File: config.mk
export PLATFORM = sky130hd
export DESIGN_NAME = cache_port_arbiter
export DESIGN_NICKNAME = d
export VERILOG_FILES = /design/src/rtl/cache_port_arbiter_pkg.sv /design/src/rtl/arb_starve_counter.sv /design/src/rtl/cache_port_arbiter.sv
export SDC_FILE = /design/constraint.sdc
export NUM_CORES = 1
export LEC_CHECK = 0
export CORE_UTILIZATION = 36
export CTS_CLUSTER_DIAMETER = 40
export DETAILED_ROUTE_END_ITERATION = 7
export PLACE_DENSITY = 0.93
export SYNTH_ARGS = -nofsm -noshare
export SYNTH_HDL_FRONTEND = slang
export SYNTH_SLANG_ARGS = --single-unit
File: constraint.sdc
create_clock -name clk -period 3.15 [get_ports clk]
set_clock_uncertainty 0.15 [all_clocks]
set_input_delay 0.63 -clock clk [delete_from_list [all_inputs] [get_ports clk]]
set_output_delay 0.63 -clock clk [all_outputs]
set_load 0.005 [all_outputs]
File: src/rtl/cache_port_arbiter_pkg.sv
// Shared types and constants for the cache port arbiter: grant states,
// memory opcodes and the four-byte word type exchanged with the cache.
package cache_port_arbiter_pkg;

    typedef enum logic [1:0] {
        IDLE   = 2'd0,
        GNT_IF = 2'd1,
        GNT_D  = 2'd2
    } arb_state_t;

    localparam logic [5:0] OP_NONE = 6'h00;
    localparam logic [5:0] OP_LW   = 6'h23;
    localparam logic [5:0] OP_SW   = 6'h2b;
    localparam logic [5:0] OP_LB   = 6'h20;
    localparam logic [5:0] OP_SB   = 6'h28;

    // Byte 0 sits in the most significant position of the packed word.
    typedef logic [0:3][7:0] word_t;

endpackage

File: src/rtl/arb_starve_counter.sv
// Counts back-to-back data completions while a fetch waits; once the count
// saturates at STARVE_LIMIT the next arbitration must go to the fetch side.
module arb_starve_counter #(
    parameter int unsigned STARVE_LIMIT = 3
) (
    input  logic clk,
    input  logic rst_b,
    input  logic if_req,
    input  logic if_done,
    input  logic d_done,
    output logic force_if
);

    localparam int unsigned CNT_W = (STARVE_LIMIT > 0) ? $clog2(STARVE_LIMIT + 1) : 1;
    localparam logic [CNT_W-1:0] LIMIT = CNT_W'(STARVE_LIMIT);

    logic [CNT_W-1:0] starve_cnt_q;
    logic [CNT_W-1:0] starve_cnt_d;

    // NOTE: every always_comb output gets a default first so no path leaves it unassigned (no latch).
    always_comb begin
        starve_cnt_d = starve_cnt_q;
        if (!if_req || if_done) begin
            starve_cnt_d = '0;
        end else if (d_done && (starve_cnt_q != LIMIT)) begin
            starve_cnt_d = starve_cnt_q + 1'b1;
        end
    end

    // NOTE: state registers use non-blocking assignments so all flops update together at the edge.
    always_ff @(posedge clk or negedge rst_b) begin
        if (!rst_b) begin
            starve_cnt_q <= '0;
        end else begin
            starve_cnt_q <= starve_cnt_d;
        end
    end

    assign force_if = (starve_cnt_q == LIMIT);

endmodule

File: src/rtl/cache_port_arbiter.sv
// Shares the single cache port between instruction fetch and data load/store,
// holding each grant across misses until hit, with starvation guard and watchdog.
module cache_port_arbiter
    import cache_port_arbiter_pkg::*;
#(
    parameter int unsigned STARVE_LIMIT = 3,
    parameter int unsigned MAX_WAIT     = 255,
    parameter logic [5:0]  LW_OPCODE    = 6'h23
) (
    input  logic        clk,
    input  logic        rst_b,
    input  logic        if_req,
    input  logic [31:0] if_addr,
    output word_t       if_rdata,
    output logic        if_ready,
    input  logic        d_req,
    input  logic [5:0]  d_opcode,
    input  logic [31:0] d_addr,
    input  word_t       d_wdata,
    output word_t       d_rdata,
    output logic        d_ready,
    output logic [31:0] c_addr,
    output word_t       c_data_in,
    output logic [5:0]  c_opcode,
    input  word_t       c_data_out,
    input  logic        c_hit,
    output logic        timeout
);

    localparam int unsigned WAIT_W = ($clog2(MAX_WAIT + 1) > 8) ? $clog2(MAX_WAIT + 1) : 8;
    // wait_cnt holds the miss cycles already elapsed; the grant expires on the
    // MAX_WAIT-th consecutive miss cycle, i.e. when the count would reach MAX_WAIT.
    localparam logic [WAIT_W-1:0] WAIT_LAST = WAIT_W'(MAX_WAIT - 1);

    arb_state_t        state_q, state_d;
    logic [WAIT_W-1:0] wait_cnt_q, wait_cnt_d;
    logic              if_ready_q, if_ready_d;
    logic              d_ready_q, d_ready_d;
    word_t             if_rdata_q, if_rdata_d;
    word_t             d_rdata_q, d_rdata_d;
    logic              timeout_q, timeout_d;
    logic              force_if;
    logic              expire;
    word_t             ret_word;

    assign expire   = !c_hit && (wait_cnt_q == WAIT_LAST);
    assign ret_word = c_hit ? c_data_out : '0;

    always_comb begin
        state_d    = state_q;
        wait_cnt_d = wait_cnt_q;
        if_ready_d = 1'b0;
        d_ready_d  = 1'b0;
        if_rdata_d = if_rdata_q;
        d_rdata_d  = d_rdata_q;
        timeout_d  = timeout_q;
        unique case (state_q)
            IDLE: begin
                wait_cnt_d = '0;
                if (if_req && (!d_req || force_if)) begin
                    state_d = GNT_IF;
                end else if (d_req) begin
                    state_d = GNT_D;
                end
            end
            GNT_IF, GNT_D: begin
                // Hit has priority over an expiry on the same edge.
                if (c_hit || expire) begin
                    state_d = IDLE;
                    if (!c_hit) timeout_d = 1'b1;
                    if (state_q == GNT_IF) begin
                        if_ready_d = 1'b1;
                        if_rdata_d = ret_word;
                    end else begin
                        d_ready_d = 1'b1;
                        d_rdata_d = ret_word;
                    end
                end else begin
                    wait_cnt_d = wait_cnt_q + 1'b1;
                end
            end
            default: state_d = IDLE;
        endcase
    end

    // NOTE: the read-data holding registers are reset too, so they read zero until the first completion.
    always_ff @(posedge clk or negedge rst_b) begin
        if (!rst_b) begin
            state_q    <= IDLE;
            wait_cnt_q <= '0;
            if_ready_q <= 1'b0;
            d_ready_q  <= 1'b0;
            if_rdata_q <= '0;
            d_rdata_q  <= '0;
            timeout_q  <= 1'b0;
        end else begin
            state_q    <= state_d;
            wait_cnt_q <= wait_cnt_d;
            if_ready_q <= if_ready_d;
            d_ready_q  <= d_ready_d;
            if_rdata_q <= if_rdata_d;
            d_rdata_q  <= d_rdata_d;
            timeout_q  <= timeout_d;
        end
    end

    arb_starve_counter #(
        .STARVE_LIMIT(STARVE_LIMIT)
    ) u_starve (
        .clk     (clk),
        .rst_b   (rst_b),
        .if_req  (if_req),
        .if_done (if_ready_d),
        .d_done  (d_ready_d),
        .force_if(force_if)
    );

    // The cache sees the held request of whoever owns the port.
    always_comb begin
        c_addr    = '0;
        c_data_in = '0;
        c_opcode  = OP_NONE;
        unique case (state_q)
            GNT_IF: begin
                c_addr   = if_addr;
                c_opcode = LW_OPCODE;
            end
            GNT_D: begin
                c_addr    = d_addr;
                c_data_in = d_wdata;
                c_opcode  = d_opcode;
            end
            default: ;
        endcase
    end

    assign if_ready = if_ready_q;
    assign d_ready  = d_ready_q;
    assign if_rdata = if_rdata_q;
    assign d_rdata  = d_rdata_q;
    assign timeout  = timeout_q;

`ifndef SYNTHESIS
    // A requester must keep its request up for the whole grant.
    a_if_held: assert property (@(posedge clk) disable iff (!rst_b) (state_q == GNT_IF) |-> if_req);
    a_d_held:  assert property (@(posedge clk) disable iff (!rst_b) (state_q == GNT_D) |-> d_req);
`endif

endmodule

==> results of run 1 <==
[cells by family (layout without fill, tap and decap cells)]
logic type	count (synthesis)	after routing
AOI/OAI and AO/OA	83	83
xor gates and xnor gates	4	4
adders and majority gates	6	6
buffers and inverters	57	327
DFF	79	79
muxes	33	33
other	0	2
and+or+nand+nor	106	106
[synth_stat cells, drive strengths merged]
| cell type | count |
|---|---|
| o21a | 1 |
| nand4 | 3 |
| nand2b | 5 |
| ha | 6 |
| xor2 | 3 |
| a31oi | 1 |
| a21o | 3 |
| mux2i | 24 |
| a32o | 23 |
| o221a | 1 |
| o31ai | 1 |
| and4 | 1 |
| and2 | 47 |
| nor4 | 1 |
| clkbuf | 17 |
| nand3 | 5 |
| nor2b | 2 |
| mux2 | 9 |
| or4 | 1 |
| o2111ai | 1 |
| xnor2 | 1 |
| and3 | 1 |
| nand2 | 28 |
| inv | 29 |
| nor2 | 9 |
| o211a | 1 |
| a31o | 1 |
| a2111o | 1 |
| dfrtp | 79 |
| o21ai | 4 |
| a22o | 41 |
| a21oi | 4 |
| nor3b | 3 |
| buf | 11 |
[layout make-up]
class | count | area, um2 | share of cell area, %
Timing Repair Buffer | 283 | 2870 | 40.3
Multi-Input combinational cell | 232 | 1780 | 24.9
Clock inverter | 5 | 81.3 | 1.14
Sequential cell | 79 | 1980 | 27.7
Clock buffer | 10 | 138 | 1.93
Tap cell | 140 | 175 | 2.45
Inverter | 29 | 109 | 1.53
Antenna cell | 2 | 5.00 | 0.0701
[metrics by stage]
step / area [um2] / std cells / hold slack [ns] / setup WS, ns
final: 7140 / 780 / 0.309 / 0.0926
after global routing: 7140 / 780 / 0.355 / 0.00112
after CTS: 7090 / 777 / 0.323 / 0.00311
after detailed placement: 6870 / 762 / 0.329 / 0.362
after global placement: 6870 / 762 / 0.319 / 0.446
after floorplan: 3980 / 368 / 0.184 / 0.643
[power by group through the flow]
stage / sequential, uW / combinational [uW] / clock, uW
final: 1690 / 2970 / 829
after global routing: 1740 / 3180 / 897
after CTS: 1690 / 2940 / 858
after detailed placement: 1700 / 2930 / 0
after global placement: 1680 / 2840 / 0
after floorplan: 1710 / 1120 / 0
[path summary, 6_finish.rpt]
check | cells past startpoint | from | to
setup / recovery | 6 | state_q[1] | c_opcode[5]
hold / removal | 1 | rst_b | if_rdata[25]
setup reg to reg | 7 | state_q[1] | if_rdata[2]
hold reg to reg | 1 | d_rdata[9] | d_rdata[9]
max in group asynchronous | 1 | rst_b | if_rdata[13]
min in group clk | 1 | d_rdata[9] | d_rdata[9]
[timing repair]
item,4_1_cts,5_1_grt
gates cloned,0,1
hold endpoints to repair,0,0
endpoints found under the setup margin,4,35
resized for setup,1,3
[routing by layer]
layer | wire [um] | track usage (%) | share of wire, %
met5 | 0 | 0 | 0
met4 | 391 | 10.1 | 2.7
met3 | 1400 | 8.57 | 9.6
met2 | 7450 | 42.3 | 51
met1 | 5270 | 26.0 | 36
[sequential cells by signal, indices dropped and copies added, names as in the netlist]
signal / cells
state_q: 2
d_ready: 1
timeout: 1
u_starve.starve_cnt_q: 2
if_ready: 1
if_rdata: 32
d_rdata: 32
wait_cnt_q: 8
==> impl_metrics.ini, run 1 <==
[synthesis]
seq_area_frac_synth_pct = 49.7
ys_top_cells_by_area = dfrtp_1 50%, a22o_1 9.0%, and2_1 7.4%
yosysWarnings = 0
yosysTopAreaCell = dfrtp_1
synth_top_area_share_pct = 49.7
synthesis.nets = 513
synth_top_family_by_area = compound AO/OA/AOI/OAI gates
synthAdderAreaFrac_pct = 1.89
postSynthAreaPerCell_um2 = 10.8
synthMuxAreaShare_pct = 8.59
synthXorXnorAreaFrac_pct = 0.881
synth_cells = 368
ys_ff_latch = 79
yosys.area_share.simple_pct = 14.7
syn_area_um2 = 3980
synth_compound_area_share_pct = 18.3
ys_types = 41

[timing]
relSlewSlack_pct = 33.2
finalCritPeriodShare_pct = 97.1
hold_violations = 0
worst_pin_slew_ns = 1.00
setup_viol = 0
rsz0062_at_grt = false
fin_tns_setup_ns = 0
min_period_ns = 3.06
max_freq_mhz = 327
finalMaxSlewViolations = 0

[die]
core_um2 = 10800
initial_core_util_pct = 36.8
fp.dieW_um = 107
die_y_um = 107
die_area_um2 = 11500
io_pins = 276
rows = 38

[worst_setup_path]
worst_ep_required_time_ns = 2.37
arrival_ns = 2.28
crit_type = reg -> out
setup.worst_path.end_class = primary output
regToRegSetupSlack_ns = 0.65
crit_family = buffers and inverters
path_cells = inv_1 > ha_4 > and2_1 > buf_12 > a21o_1 > clkdlybuf4s50_1
cp_max_fo = 35
cpPeakStageDelay_ns = 0.52
cp-start-kind = flip-flop
crit_path_top_delay_cell = clkdlybuf4s50_1
crit_buf_inv = 3

[finish]
fill_cells = 825
drive_above_1_share_pct = 5.49
syn_to_final_growth_pct = 79.5
nNetsFinal = 779
fin_util_pct = 66.1
mostFrequentLayoutCells = 273 x clkdlybuf4s50_1, 79 x dfrtp_1, 46 x and2_1
mostFrequentLayoutCell = clkdlybuf4s50_1

[cts]
cts-root-buf = clkbuf_8
post_cts_buffers = 0
cts_inserted_buffers = 9
hold_buffers = 0
clockBufferDepth = 2
path_clk_slew_ns = 0.08
htree_levels = 3
cts_tree = yes
clk_latency_ns = 0.34
clock-sinks = 79

[power]
p_sw_uw = 1700
ir_worst_vdd_v = 0.000492
switching_share_pct = 31.0
finalPower_uw = 5490
pwr-share-seq_pct = 30.8
p_leak_uw = 0.00301
power_frac_comb_pct = 54.1
pwr-share-clk_pct = 15.1
p_per_area_nw_per_um2 = 769
internal_power_uw = 3790

[detailed_routing]
route.detailed.drc = 0
ant_nets = 0
wl_um = 14500
viasPerCell = 5.16
num_vias = 4024
drt_iter0_markers = 297
dr.pass1.iters = 5
wire_per_inst_um = 18.6

[place]
io_buffers = 275
gp_congestion = 0.807
hpwl_um = 11000

[global_routing]
grt_max_degree = 80
grt_pass1_wl_um = 20800
grt_pass1_vias = 3993
overflow = 0
antenna_found_initial = 2
grt_use_total_pct = 24.0

[flow_run]
drv_cap = 0

[worst_hold_path]
min_path_type = in -> async

[outcome]
outcome = finished, final reports clean
Note: power is estimated with default switching activity, not from simulation.
==> run 2: changes to the inputs <==
--- a/config.mk
+++ b/config.mk
@@ -5,10 +5,12 @@
 export SDC_FILE = /design/constraint.sdc
 export NUM_CORES = 1
 export LEC_CHECK = 0
+export CORE_ASPECT_RATIO = 0.8
 export CORE_UTILIZATION = 36
 export CTS_CLUSTER_DIAMETER = 40
 export DETAILED_ROUTE_END_ITERATION = 7
 export PLACE_DENSITY = 0.93
+export SLEW_MARGIN = 10
 export SYNTH_ARGS = -nofsm -noshare
 export SYNTH_HDL_FRONTEND = slang
 export SYNTH_SLANG_ARGS = --single-unit
==> impl_metrics.ini, run 2 (synthesized netlist as in run 1, its figures left out) <==
[outcome]
outcome = finished, final reports clean

[worst_setup_path]
worst_ep_required_time_ns = 2.37
crit_buf_inv = 3
crit_type = reg -> out
cp-start-kind = flip-flop
crit_path_top_delay_cell = clkdlybuf4s50_1
setup.worst_path.end_class = primary output
path_cells = inv_1 > ha_1 > and2_2 > buf_12 > a22o_1 > clkdlybuf4s50_1
cp_max_fo = 36
regToRegSetupSlack_ns = 0.53
arrival_ns = 2.24
cpPeakStageDelay_ns = 0.54
crit_family = buffers and inverters

[global_routing]
grt_use_total_pct = 25.1
grt_max_degree = 80
grt_pass1_vias = 4106
grt_pass1_wl_um = 21800
antenna_found_initial = 1
overflow = 0

[cts]
clockBufferDepth = 2
hold_buffers = 0
cts_tree = yes
clk_latency_ns = 0.33
clock-sinks = 79
cts_inserted_buffers = 9
path_clk_slew_ns = 0.06
cts-root-buf = clkbuf_16
htree_levels = 3
post_cts_buffers = 0

[timing]
max_freq_mhz = 331
timing.hold.ws_ns = 0.289
setup_viol = 0
worst_pin_slew_ns = 0.995
rsz0062_at_grt = false
fin_tns_setup_ns = 0
hold_violations = 0
relSlewSlack_pct = 33.7
finalMaxSlewViolations = 0
min_period_ns = 3.02
finalCritPeriodShare_pct = 95.8

[detailed_routing]
viasPerCell = 5.10
wl_um = 14600
wire_per_inst_um = 18.8
drt_iter0_markers = 215
num_vias = 3971
dr.pass1.iters = 4
route.detailed.drc = 0
ant_nets = 0

[power]
p_leak_uw = 0.00304
ir_worst_vdd_v = 0.000495
p_per_area_nw_per_um2 = 805
p_sw_uw = 1790
power_frac_comb_pct = 51.1
pwr-share-clk_pct = 19.6
switching_share_pct = 30.8
pwr-share-seq_pct = 29.4
internal_power_uw = 4010

[finish]
diodes = 0
syn_to_final_growth_pct = 81.1
mostFrequentLayoutCells = 273 x clkdlybuf4s50_1, 79 x dfrtp_1, 46 x and2_1
nNetsFinal = 778
drive_above_1_share_pct = 5.33
mostFrequentLayoutCell = clkdlybuf4s50_1
final_cells = 778
fin_util_pct = 68.6
seqCellArea_um2 = 1980
fill_cells = 779
multi_input_area_um2 = 1780

[die]
fp.dieW_um = 119
core_um2 = 10500
io_pins = 276
die_y_um = 96.0
rows = 33
initial_core_util_pct = 37.9
die_area_um2 = 11500

[worst_hold_path]
min_path_type = in -> async

[place]
hpwl_um = 11500
place_inst = 762
gp_congestion = 0.907
io_buffers = 275

[flow_run]
drv_cap = 0
run 2: final timing paths:
path | startpoint | depth (start not counted) | to
setup / recovery | state_q[1] | 6 | c_addr[16]
hold / removal | rst_b | 1 | if_ready
setup reg to reg | state_q[1] | 8 | if_rdata[3]
hold reg to reg | timeout | 1 | timeout
max in group asynchronous | rst_b | 1 | d_rdata[23]
min in group clk | timeout | 1 | timeout
run 2: cell type report:
| class | instances | area share (%) |
|---|---|---|
| Timing Repair Buffer | 282 | 39.4 |
| Sequential cell | 79 | 27.5 |
| Multi-Input combinational cell | 232 | 24.7 |
| Clock buffer | 9 | 3.13 |
| Tap cell | 140 | 2.43 |
| Inverter | 29 | 1.51 |
| Clock inverter | 7 | 1.43 |
run 2: power by group through the flow:
stage | clock network (uW) | registers, uW | logic [uW]
after CTS | 1160 | 1700 | 2960
after floorplan | 0 | 1710 | 1120
final | 1130 | 1700 | 2960
after global placement | 0 | 1680 | 2850
after detailed placement | 0 | 1710 | 2940
after global routing | 1210 | 1750 | 3190
run 2: metal layers:
layer  vias to the layer above  share of wire (%)  global-route usage, %
met4                         2                2.4                   8.65
li1                       1826                  -                      -
met5                         -              0.089                      0
met2                       181                 50                   42.1
met3                        33                7.8                   8.65
met1                      1929                 39                   30.2
run 2: repair_timing:
| action | CTS | global route |
|---|---|---|
| resized for setup | 0 | 2 |
| endpoints found under the hold margin | 0 | 0 |
| setup endpoints to repair | 0 | 35 |
run 2: stage by stage:
step | instance area [um2] | worst slack [ns] | total power [uW]
6_report | 7200 | 0.131 | 5790
5_1_grt | 7200 | 0.0123 | 6150
4_1_cts | 7190 | 0.0201 | 5820
3_5_place_dp | 6860 | 0.375 | 4650
3_3_place_gp | 6860 | 0.470 | 4530
2_1_floorplan | 3980 | 0.643 | 2830
==> run 3: changes to the inputs <==
--- a/config.mk
+++ b/config.mk
@@ -7,7 +7,6 @@
 export LEC_CHECK = 0
 export CORE_ASPECT_RATIO = 0.8
 export CORE_UTILIZATION = 36
-export CTS_CLUSTER_DIAMETER = 40
 export DETAILED_ROUTE_END_ITERATION = 7
 export PLACE_DENSITY = 0.93
 export SLEW_MARGIN = 10
==> results of run 3 <==
No change in the layout: final DEF, timing and power equal those of run 2.
